File: config.mk
export PLATFORM = sky130hd
export DESIGN_NAME = spart_send_queue
export DESIGN_NICKNAME = d
export VERILOG_FILES = /design/src/rtl/spart_send_queue_pkg.sv /design/src/rtl/spart_send_queue_fifo.sv /design/src/rtl/spart_send_queue.sv
export SDC_FILE = /design/constraint.sdc
export NUM_CORES = 1
export LEC_CHECK = 0
export CORE_MARGIN = 8
export CORE_UTILIZATION = 40
export CTS_BUF_LIST = sky130_fd_sc_hd__clkbuf_8
export CTS_CLUSTER_DIAMETER = 80
export DETAILED_ROUTE_END_ITERATION = 10
export GPL_ROUTABILITY_DRIVEN = 0
export RECOVER_POWER = 25
export SKIP_LAST_GASP = 1
export SLEW_MARGIN = 10
export SYNTH_ARGS = -nofsm -noshare
export SYNTH_HDL_FRONTEND = slang
export SYNTH_SLANG_ARGS = --single-unit
File: constraint.sdc
create_clock -name clk -period 5.45 [get_ports clk]
set_input_delay 0.545 -clock clk [delete_from_list [all_inputs] [get_ports clk]]
set_output_delay 0.545 -clock clk [all_outputs]
set_load 0.03 [all_outputs]
File: src/rtl/spart_send_queue_pkg.sv
// Shared types for the SPART send path: field widths, queued entry layout,
// and the drain state encoding.
//   Contents: SPART_ADDR_W, SPART_DATA_W, SPART_ENTRY_W, spart_entry_t, drain_state_e.
package spart_send_queue_pkg;

  localparam int SPART_ADDR_W  = 3;
  localparam int SPART_DATA_W  = 8;
  localparam int SPART_ENTRY_W = SPART_ADDR_W + SPART_DATA_W;

  // Address sits in the upper bits so a raw entry reads as {addr, data}.
  typedef struct packed {
    logic [SPART_ADDR_W-1:0] addr;
    logic [SPART_DATA_W-1:0] data;
  } spart_entry_t;

  typedef enum logic {
    ST_IDLE = 1'b0,
    ST_HOLD = 1'b1
  } drain_state_e;

endpackage

File: src/rtl/spart_send_queue_fifo.sv
// Purpose: generic synchronous FIFO; holds storage, wrapping pointers and occupancy count.
// Latency: a pushed word is visible at head_dat after the push edge; no write-to-read bypass.
// Backpressure: push while full and pop while empty are ignored; full/empty decode registered count.
//   Ports: clk, rst (sync, active-high), push/push_dat, pop, head_dat, count, full, empty.
module sync_fifo #(
  parameter int DEPTH = 4,
  parameter int WIDTH = 8
) (
  input  logic                       clk,
  input  logic                       rst,
  input  logic                       push,
  input  logic [WIDTH-1:0]           push_dat,
  input  logic                       pop,
  output logic [WIDTH-1:0]           head_dat,
  output logic [$clog2(DEPTH+1)-1:0] count,
  output logic                       full,
  output logic                       empty
);

  localparam int PTR_W = $clog2(DEPTH);
  localparam int CNT_W = $clog2(DEPTH+1);

  logic [WIDTH-1:0] mem_q [DEPTH];
  logic [WIDTH-1:0] mem_d [DEPTH];
  logic [PTR_W-1:0] wr_ptr_q, wr_ptr_d;
  logic [PTR_W-1:0] rd_ptr_q, rd_ptr_d;
  logic [CNT_W-1:0] count_q, count_d;
  logic             push_ok;
  logic             pop_ok;

  assign full     = (count_q == CNT_W'(DEPTH));
  assign empty    = (count_q == '0);
  assign count    = count_q;
  assign head_dat = mem_q[rd_ptr_q];

  // Full is judged on the registered count, so a push is dropped while full
  // even if a pop frees a slot on the same edge.
  assign push_ok = push && !full;
  assign pop_ok  = pop && !empty;

  always_comb begin
    mem_d    = mem_q;
    wr_ptr_d = wr_ptr_q;
    rd_ptr_d = rd_ptr_q;
    count_d  = count_q;
    if (push_ok) begin
      mem_d[wr_ptr_q] = push_dat;
      wr_ptr_d        = wr_ptr_q + PTR_W'(1);
    end
    if (pop_ok) begin
      rd_ptr_d = rd_ptr_q + PTR_W'(1);
    end
    if (push_ok && !pop_ok) begin
      count_d = count_q + CNT_W'(1);
    end else if (pop_ok && !push_ok) begin
      count_d = count_q - CNT_W'(1);
    end
  end

  always_ff @(posedge clk) begin
    if (rst) begin
      for (int i = 0; i < DEPTH; i++) mem_q[i] <= '0;
      wr_ptr_q <= '0;
      rd_ptr_q <= '0;
      count_q  <= '0;
    end else begin
      mem_q    <= mem_d;
      wr_ptr_q <= wr_ptr_d;
      rd_ptr_q <= rd_ptr_d;
      count_q  <= count_d;
    end
  end

endmodule

File: src/rtl/spart_send_queue.sv
// Purpose: buffers execute-stage SPART send requests and drains them to the SPART tx port.
// Latency: push at edge k is presented (tx_valid) after edge k+1; one entry per cycle while tx_ready.
// Backpressure: full stalls the pipeline (pushes while full dropped, ovf sticky); !tx_ready holds outputs.
//   Ports: clk, rst (sync, active-high); send/spart_addr/send_data in; full, count, ovf, idle status;
//   tx_valid/tx_addr/tx_data/tx_ready handshake toward the SPART.
module spart_send_queue
  import spart_send_queue_pkg::*;
#(
  parameter int DEPTH = 4
) (
  input  logic                       clk,
  input  logic                       rst,
  input  logic                       send,
  input  logic [SPART_ADDR_W-1:0]    spart_addr,
  input  logic [SPART_DATA_W-1:0]    send_data,
  output logic                       full,
  output logic                       tx_valid,
  output logic [SPART_ADDR_W-1:0]    tx_addr,
  output logic [SPART_DATA_W-1:0]    tx_data,
  input  logic                       tx_ready,
  output logic [$clog2(DEPTH+1)-1:0] count,
  output logic                       ovf,
  output logic                       idle
);

  drain_state_e            state_q, state_d;
  logic [SPART_ADDR_W-1:0] tx_addr_q, tx_addr_d;
  logic [SPART_DATA_W-1:0] tx_data_q, tx_data_d;
  logic                    ovf_q, ovf_d;

  spart_entry_t push_ent;
  spart_entry_t head_ent;
  logic         fifo_pop;
  logic         fifo_full;
  logic         fifo_empty;

  assign push_ent.addr = spart_addr;
  assign push_ent.data = send_data;

  sync_fifo #(
    .DEPTH (DEPTH),
    .WIDTH (SPART_ENTRY_W)
  ) u_fifo (
    .clk      (clk),
    .rst      (rst),
    .push     (send),
    .push_dat (push_ent),
    .pop      (fifo_pop),
    .head_dat (head_ent),
    .count    (count),
    .full     (fifo_full),
    .empty    (fifo_empty)
  );

  // Drain control: the output register is reloaded from the FIFO head either
  // when leaving IDLE or when the presented entry is accepted.
  always_comb begin
    state_d   = state_q;
    tx_addr_d = tx_addr_q;
    tx_data_d = tx_data_q;
    fifo_pop  = 1'b0;
    case (state_q)
      ST_IDLE: begin
        if (!fifo_empty) begin
          fifo_pop  = 1'b1;
          tx_addr_d = head_ent.addr;
          tx_data_d = head_ent.data;
          state_d   = ST_HOLD;
        end
      end
      ST_HOLD: begin
        if (tx_ready) begin
          if (!fifo_empty) begin
            fifo_pop  = 1'b1;
            tx_addr_d = head_ent.addr;
            tx_data_d = head_ent.data;
          end else begin
            state_d = ST_IDLE;
          end
        end
      end
    endcase
  end

  assign ovf_d = ovf_q || (send && fifo_full);

  always_ff @(posedge clk) begin
    if (rst) begin
      state_q   <= ST_IDLE;
      tx_addr_q <= '0;
      tx_data_q <= '0;
      ovf_q     <= 1'b0;
    end else begin
      state_q   <= state_d;
      tx_addr_q <= tx_addr_d;
      tx_data_q <= tx_data_d;
      ovf_q     <= ovf_d;
    end
  end

  assign full     = fifo_full;
  assign tx_valid = (state_q == ST_HOLD);
  assign tx_addr  = tx_addr_q;
  assign tx_data  = tx_data_q;
  assign ovf      = ovf_q;
  assign idle     = (state_q == ST_IDLE) && fifo_empty;

endmodule

## Word level (Yosys, flattened, before mapping)

Cells that the tools add are included.

- Bits in registers: 64
- Bits of input ports: 15
- Output and inout port bits: 18
- Word-level logic and storage cells: 56

- Add/subtract/negate cells: 4
- $lt $le $gt $ge: 3
- Eq/ne operators: 2
- Muxes and demuxes: 19
- Bitwise operators: 3
- Reduce and logical (&&, ||, !) cells: 14

Operators by type and width:

| cell | count |
|---|---|
| 44-bit bitwise mux | 1 |
| 11-bit 2-to-1 mux | 3 |
| 11-bit binary-select mux with 2-bit select | 1 |
| 11-bit demux with 2-bit select | 1 |
| 8-bit 2-to-1 mux | 2 |
| 8-bit case mux with 2 select lines | 1 |
| 3-bit 2-to-1 mux | 4 |
| 1-bit logical AND | 7 |
| 3-bit >= comparator (second input constant) | 2 |
| 2-bit NOT with 3-bit output | 2 |
| 3-bit case mux with 2 select lines | 1 |
| 2-bit by 1-bit adder with 2-bit output (second input constant) | 2 |
| 1-bit zero test | 4 |
| 1-bit case mux with 2 select lines | 2 |
| 3-bit by 1-bit adder with 3-bit output (second input constant) | 1 |
| 3-bit == test (second input constant) | 1 |
| 3-bit zero test | 1 |
| 3-bit by 1-bit less-than comparator with 1-bit output (second input constant) | 1 |
| 1-bit 2-to-1 mux | 3 |
| 3-bit by 1-bit subtractor with 3-bit output (second input constant) | 1 |
| 2-bit != test (second input constant) | 1 |
| 2-bit nonzero test | 1 |
| 1-bit logical OR | 1 |
| 1-bit NOT | 1 |

## Longest topological paths before layout

- Depth in word-level cells: 8
- Depth in mapped cells: 10
- Mapped depth without buffers: 9

## Modules after synthesis

From an unflattened synthesis, not the netlist that was laid out.

- Cells, all modules: 266
- Area total of the unflattened synthesis: 2990.4 sq um

Modules (own cells, without submodules):

| module | instances | cells an instance | area each (sq um) | sequential area each (sq um) |
|---|---|---|---|---|
| sync_fifo | 1 | 211 | 2404.8 | 1021.0 |
| spart_send_queue | 1 | 55 | 585.6 | 260.2 |

## Worst setup path before layout

No wires, ideal clock.

- Path kind: register to register
- Start: reg u_fifo.count_q[0] (netlist: u_fifo.count[0])
- End: reg u_fifo.count_q[2] (netlist: u_fifo.count[2])
- Setup time: 70 ps
- Arrival time: 2438 ps
- Data required time: 5380 ps
- Path slack: 2941 ps
- Cell stages (with the launch flop): 11
- Buffers on the path: 1
- Clock period less this slack: 2509 ps
- Cell sequence: dfxtp_1 > or3b_1 > buf_6 > inv_1 > nor2_1 > ha_1 > inv_1 > fa_1 > xor2_1 > or3_2 > a21oi_1

- Elaborated cells between the ends (all ways): 18
- Those cells by class: add/sub: 2; eq/ne: 1; mux: 5; reduce/logical: 10

RTL lines:

| element | RTL line | RTL |
|---|---|---|
| start: declaration | spart_send_queue_fifo.sv:27 | `logic [CNT_W-1:0] count_q, count_d;` |
| start signal: assignment | spart_send_queue_fifo.sv:70 | `count_q <= count_d;` |
| 3-bit == test (*) | spart_send_queue_fifo.sv:31 | `assign full = (count_q == CNT_W'(DEPTH));` |
| net full | spart_send_queue.sv:16 | `output logic full,` |
| 1-bit zero test (*) | spart_send_queue_fifo.sv:38 | `assign push_ok = push && !full;` |
| 1-bit logical AND (*) | spart_send_queue_fifo.sv:38 |  |
| net u_fifo.push_ok | spart_send_queue_fifo.sv:28 | `logic push_ok;` |
| 1-bit zero test | spart_send_queue_fifo.sv:55 | `end else if (pop_ok && !push_ok) begin` |
| 1-bit logical AND | spart_send_queue_fifo.sv:55 |  |
| 2-bit nonzero test (no line) | - |  |

Mark *: on every way through the listed nets, which the timed path passes. The rest lies on a longest branch. The select of a mux whose other input is x is not followed.
A chain may end at the register's enable or synchronous reset.

## Final worst setup path

- Start: reg u_fifo.count_q[0] (netlist: u_fifo.count[0])
- End: out full

- Cells in the longest elaborated chain, start to end: 1

Ends and longest elaborated chain:

| element | RTL line |
|---|---|
| 3-bit == test | spart_send_queue_fifo.sv:31 |
| end: declaration | spart_send_queue.sv:16 |

Every way passes these cells.

==> impl_metrics.ini <==
[synthesis]
synth_ff_type = sky130_fd_sc_hd__dfxtp_1
synth_enable_flop_cells = 0
synthDominantCellAreaShare_pct = 44.8
post-synth-top-count-cell = sky130_fd_sc_hd__dfxtp_1
yosysWarningCount = 0
yosys.area_share.adder_pct = 2.88
post_synth_instance_area_sq_um = 2860
yosys_register_bits = 64
avgSynthCellArea_sq_um = 11.3
post_synth_xor_area_fraction_pct = 0.612
synth.cells.most_frequent = 64 x sky130_fd_sc_hd__dfxtp_1, 56 x sky130_fd_sc_hd__nand2b_1, 45 x sky130_fd_sc_hd__mux2i_1
seq_area_frac_synth_pct = 44.8
ys_async_sr_fraction_pct = 0
yosys.area_share.simple_pct = 17.0
synth_compound_area_share_pct = 5.42
synth.largest_area_cell = sky130_fd_sc_hd__dfxtp_1
dominant_combinational_cell_family_by_area_after_synthesis = multiplexers
yosysUniqueCellTypes = 29
synthTopCellsByArea = sky130_fd_sc_hd__dfxtp_1 45%, sky130_fd_sc_hd__mux2i_1 16%, sky130_fd_sc_hd__nand2b_1 12%, sky130_fd_sc_hd__mux4_2 8.7%, sky130_fd_sc_hd__a22o_1 3.4%
synth_cells = 254
multiplexer_share_of_the_synthesized_area_pct = 24.8
synth_nets = 275

[final_layout]
final_layout_size_suffix_gt1_share_pct = 12.2
antenna_cells_inserted = 0
num-nets-final = 302
area_growth_pct = 19.2
utilization_pct = 48.1

[grt]
grt_pass1_vias = 1912
grt_remaining_overflow = 0
grt_first_pass_wirelength_mm = 9.29
global_route.usage.total_pct = 12.1
maximum_number_of_pins_on_one_net_before_global_route_repair = 36
initial_antenna_violation_count = 0

[cts]
insertion_delay_ns = 0.34
root_buffer = sky130_fd_sc_hd__clkbuf_8
cts_hold_buf = 0
clock_tree_from_tritoncts = done
buffer_depth_of_the_longest_clock_path = 2
postCtsSetupRepairBufs = 0
clock_tree.htree_level_count = 3
clk_transition_reported_paths_ns = 0.07
cts-buffers-inserted = 9
clock_sink_count = 64
cts.repair.resized = 0

[sta]
fmax_ghz = 0.376
maxSlewHeadroom_pct = 40.2
finalWorstSetupSlack_ns = 2.79
actual_transition_at_the_worst_max_transition_pin_ns = 0.893
totalNegativeSetupSlack_ns = 0
final-hold-violation-count = 0
rsz0062_at_grt = no
clock-skew-final_ns = 0.00485
whs_ns = 0.468
drv_slew = 0
fin_crit_sh_pct = 48.9
period_needed_ns = 2.66
setup-violations-final = 0

[route]
overall_routed_net_length_mm = 5.63
viasPerCell = 4.88
drt_iter0_drc = 77
route.antenna.remaining_nets = 0
wl_per_cell_um = 14.6
drc = 0
dr_total_vias = 1878
detailedRoute.firstPassIterationCount = 4

[power]
p_seq_share_pct = 42.8
power_consumption_uw = 1380
internal_power_uw = 936
net_switching_power_figure_uw = 441
irDropWorstVdd_mv = 0.177
pwr_density_cell_nw_per_um2 = 403
power_frac_comb_pct = 28.0
power_switching_share_pct = 32.0
power.clock.fraction_pct = 29.1
cellLeakagePower_uw = 0.00143

[floorplan]
start_util_pct = 40.3
core_sq_um = 7100
floorplan.io_pins = 33
fp-row-count = 31
design.die.area_sq_um = 10100
die_width_um = 101
die_height_um = 101

[critical_path]
reg2reg_from = u_fifo.count[0]
timing.setup.critical_path_class = flop to output pin
cp_cell_sequence = or3b_1, inv_1, clkdlybuf4s50_1
timing.critical_path.from = u_fifo.count[0]
startpoint_type = flop
sort_of_element_at_the_end_of_the_critical_path = output pin
cp_data_required_time_ns = 4.91
slowest_stage = sky130_fd_sc_hd__clkdlybuf4s50_1
cp.arrival_ns = 2.12
critical_path_peak_fanout = 9
max_stage_delay_ns = 0.69
timing.reg2reg.worst_path_depth = 9

[min_path]
worst_hold_startpoint = ovf
hold-path-cell-count = 2
min-delay-path-class = flop to flop

[outcome]
run_status = finished, final reports clean

[placement]
placement.io_buffers = 32
post_placement_worst_setup_slack_ns = 2.64
dp_hpwl_mm = 3.73

[run]
cap_violations = 0
-- stage by stage --
stage / instance area [sq um] / std cells
floorplan: 2860 / 254
CTS: 3410 / 385
finish: 3410 / 385
global placement: 3210 / 369
global route: 3410 / 385
detailed placement: 3210 / 369
-- cell families after synthesis --
logic type / Yosys count
and+or+nand+nor: 80
AOI/OAI and AO/OA: 22
buffers and inverters: 23
DFF: 64
adders and majority gates: 6
xor gates and xnor gates: 2
muxes: 57
-- routing by layer --
metal	up-vias	part of all wire, %	global-route usage [%]
met5	-	0	0
met1	908	45	13.8
met3	6	4.6	3.80
met2	26	49	20.1
li1	938	-	-
met4	0	1.2	5.58
-- path summary, 6_finish.rpt --
check	end	slack, ns
min	ovf	0.47
max reg2reg	u_fifo.count[2]	3.04
min reg2reg	ovf	0.47
max	full	2.79
-- registers in the layout (all words and copies together), names as in the netlist --
| name | count |
|---|---|
| ovf | 1 |
| tx_addr | 3 |
| tx_data | 8 |
| tx_valid | 1 |
| u_fifo.count | 3 |
| u_fifo.mem_q | 44 |
| u_fifo.rd_ptr_q | 2 |
| u_fifo.wr_ptr_q | 2 |
-- cell type report --
cell class / count / area [sq um]
Inverter: 5 / 18.8
Clock inverter: 2 / 10.0
Fill cell: 660 / 3680
Multi-Input combinational cell: 167 / 1450
Tap cell: 99 / 124
Timing Repair Buffer: 34 / 335
Clock buffer: 14 / 193
Sequential cell: 64 / 1280
-- critical path: cells and delay by family, from the launching register on --
family | cells | cell delay (ns)
DFF | 1 | 0.37
and+or+nand+nor | 1 | 0.54
buffers and inverters | 2 | 0.86
-- placed cells by master, fill, tap and decap left out --
cell	n
sky130_fd_sc_hd__or3_2	2
sky130_fd_sc_hd__a21oi_1	6
sky130_fd_sc_hd__clkinv_2	2
sky130_fd_sc_hd__and3_1	1
sky130_fd_sc_hd__fa_1	1
sky130_fd_sc_hd__inv_1	5
sky130_fd_sc_hd__mux2_2	1
sky130_fd_sc_hd__a22o_1	11
sky130_fd_sc_hd__mux4_2	11
sky130_fd_sc_hd__dlygate4sd3_1	9
sky130_fd_sc_hd__or3_1	1
sky130_fd_sc_hd__a21oi_2	1
sky130_fd_sc_hd__nand3_1	6
sky130_fd_sc_hd__nand2_1	1
sky130_fd_sc_hd__ha_1	5
sky130_fd_sc_hd__nand3_2	1
sky130_fd_sc_hd__clkbuf_8	14
sky130_fd_sc_hd__or3b_1	1
sky130_fd_sc_hd__clkdlybuf4s50_1	23
sky130_fd_sc_hd__nor2b_1	2
sky130_fd_sc_hd__buf_4	2
sky130_fd_sc_hd__and3_4	1
sky130_fd_sc_hd__o21ai_0	4
sky130_fd_sc_hd__mux2i_1	45
sky130_fd_sc_hd__nor3_1	2
sky130_fd_sc_hd__dfxtp_1	64
sky130_fd_sc_hd__xor2_1	2
sky130_fd_sc_hd__nor2_1	6
sky130_fd_sc_hd__nand2b_1	56
-- power by group through the flow --
stage	clock (uW)	combinational (uW)	sequential [uW]
after global routing	433	420	602
final	401	386	590
after floorplan	0	279	600
after global placement	0	389	604
after CTS	414	394	594
after detailed placement	0	392	604
(Power assumes the default switching activity.)
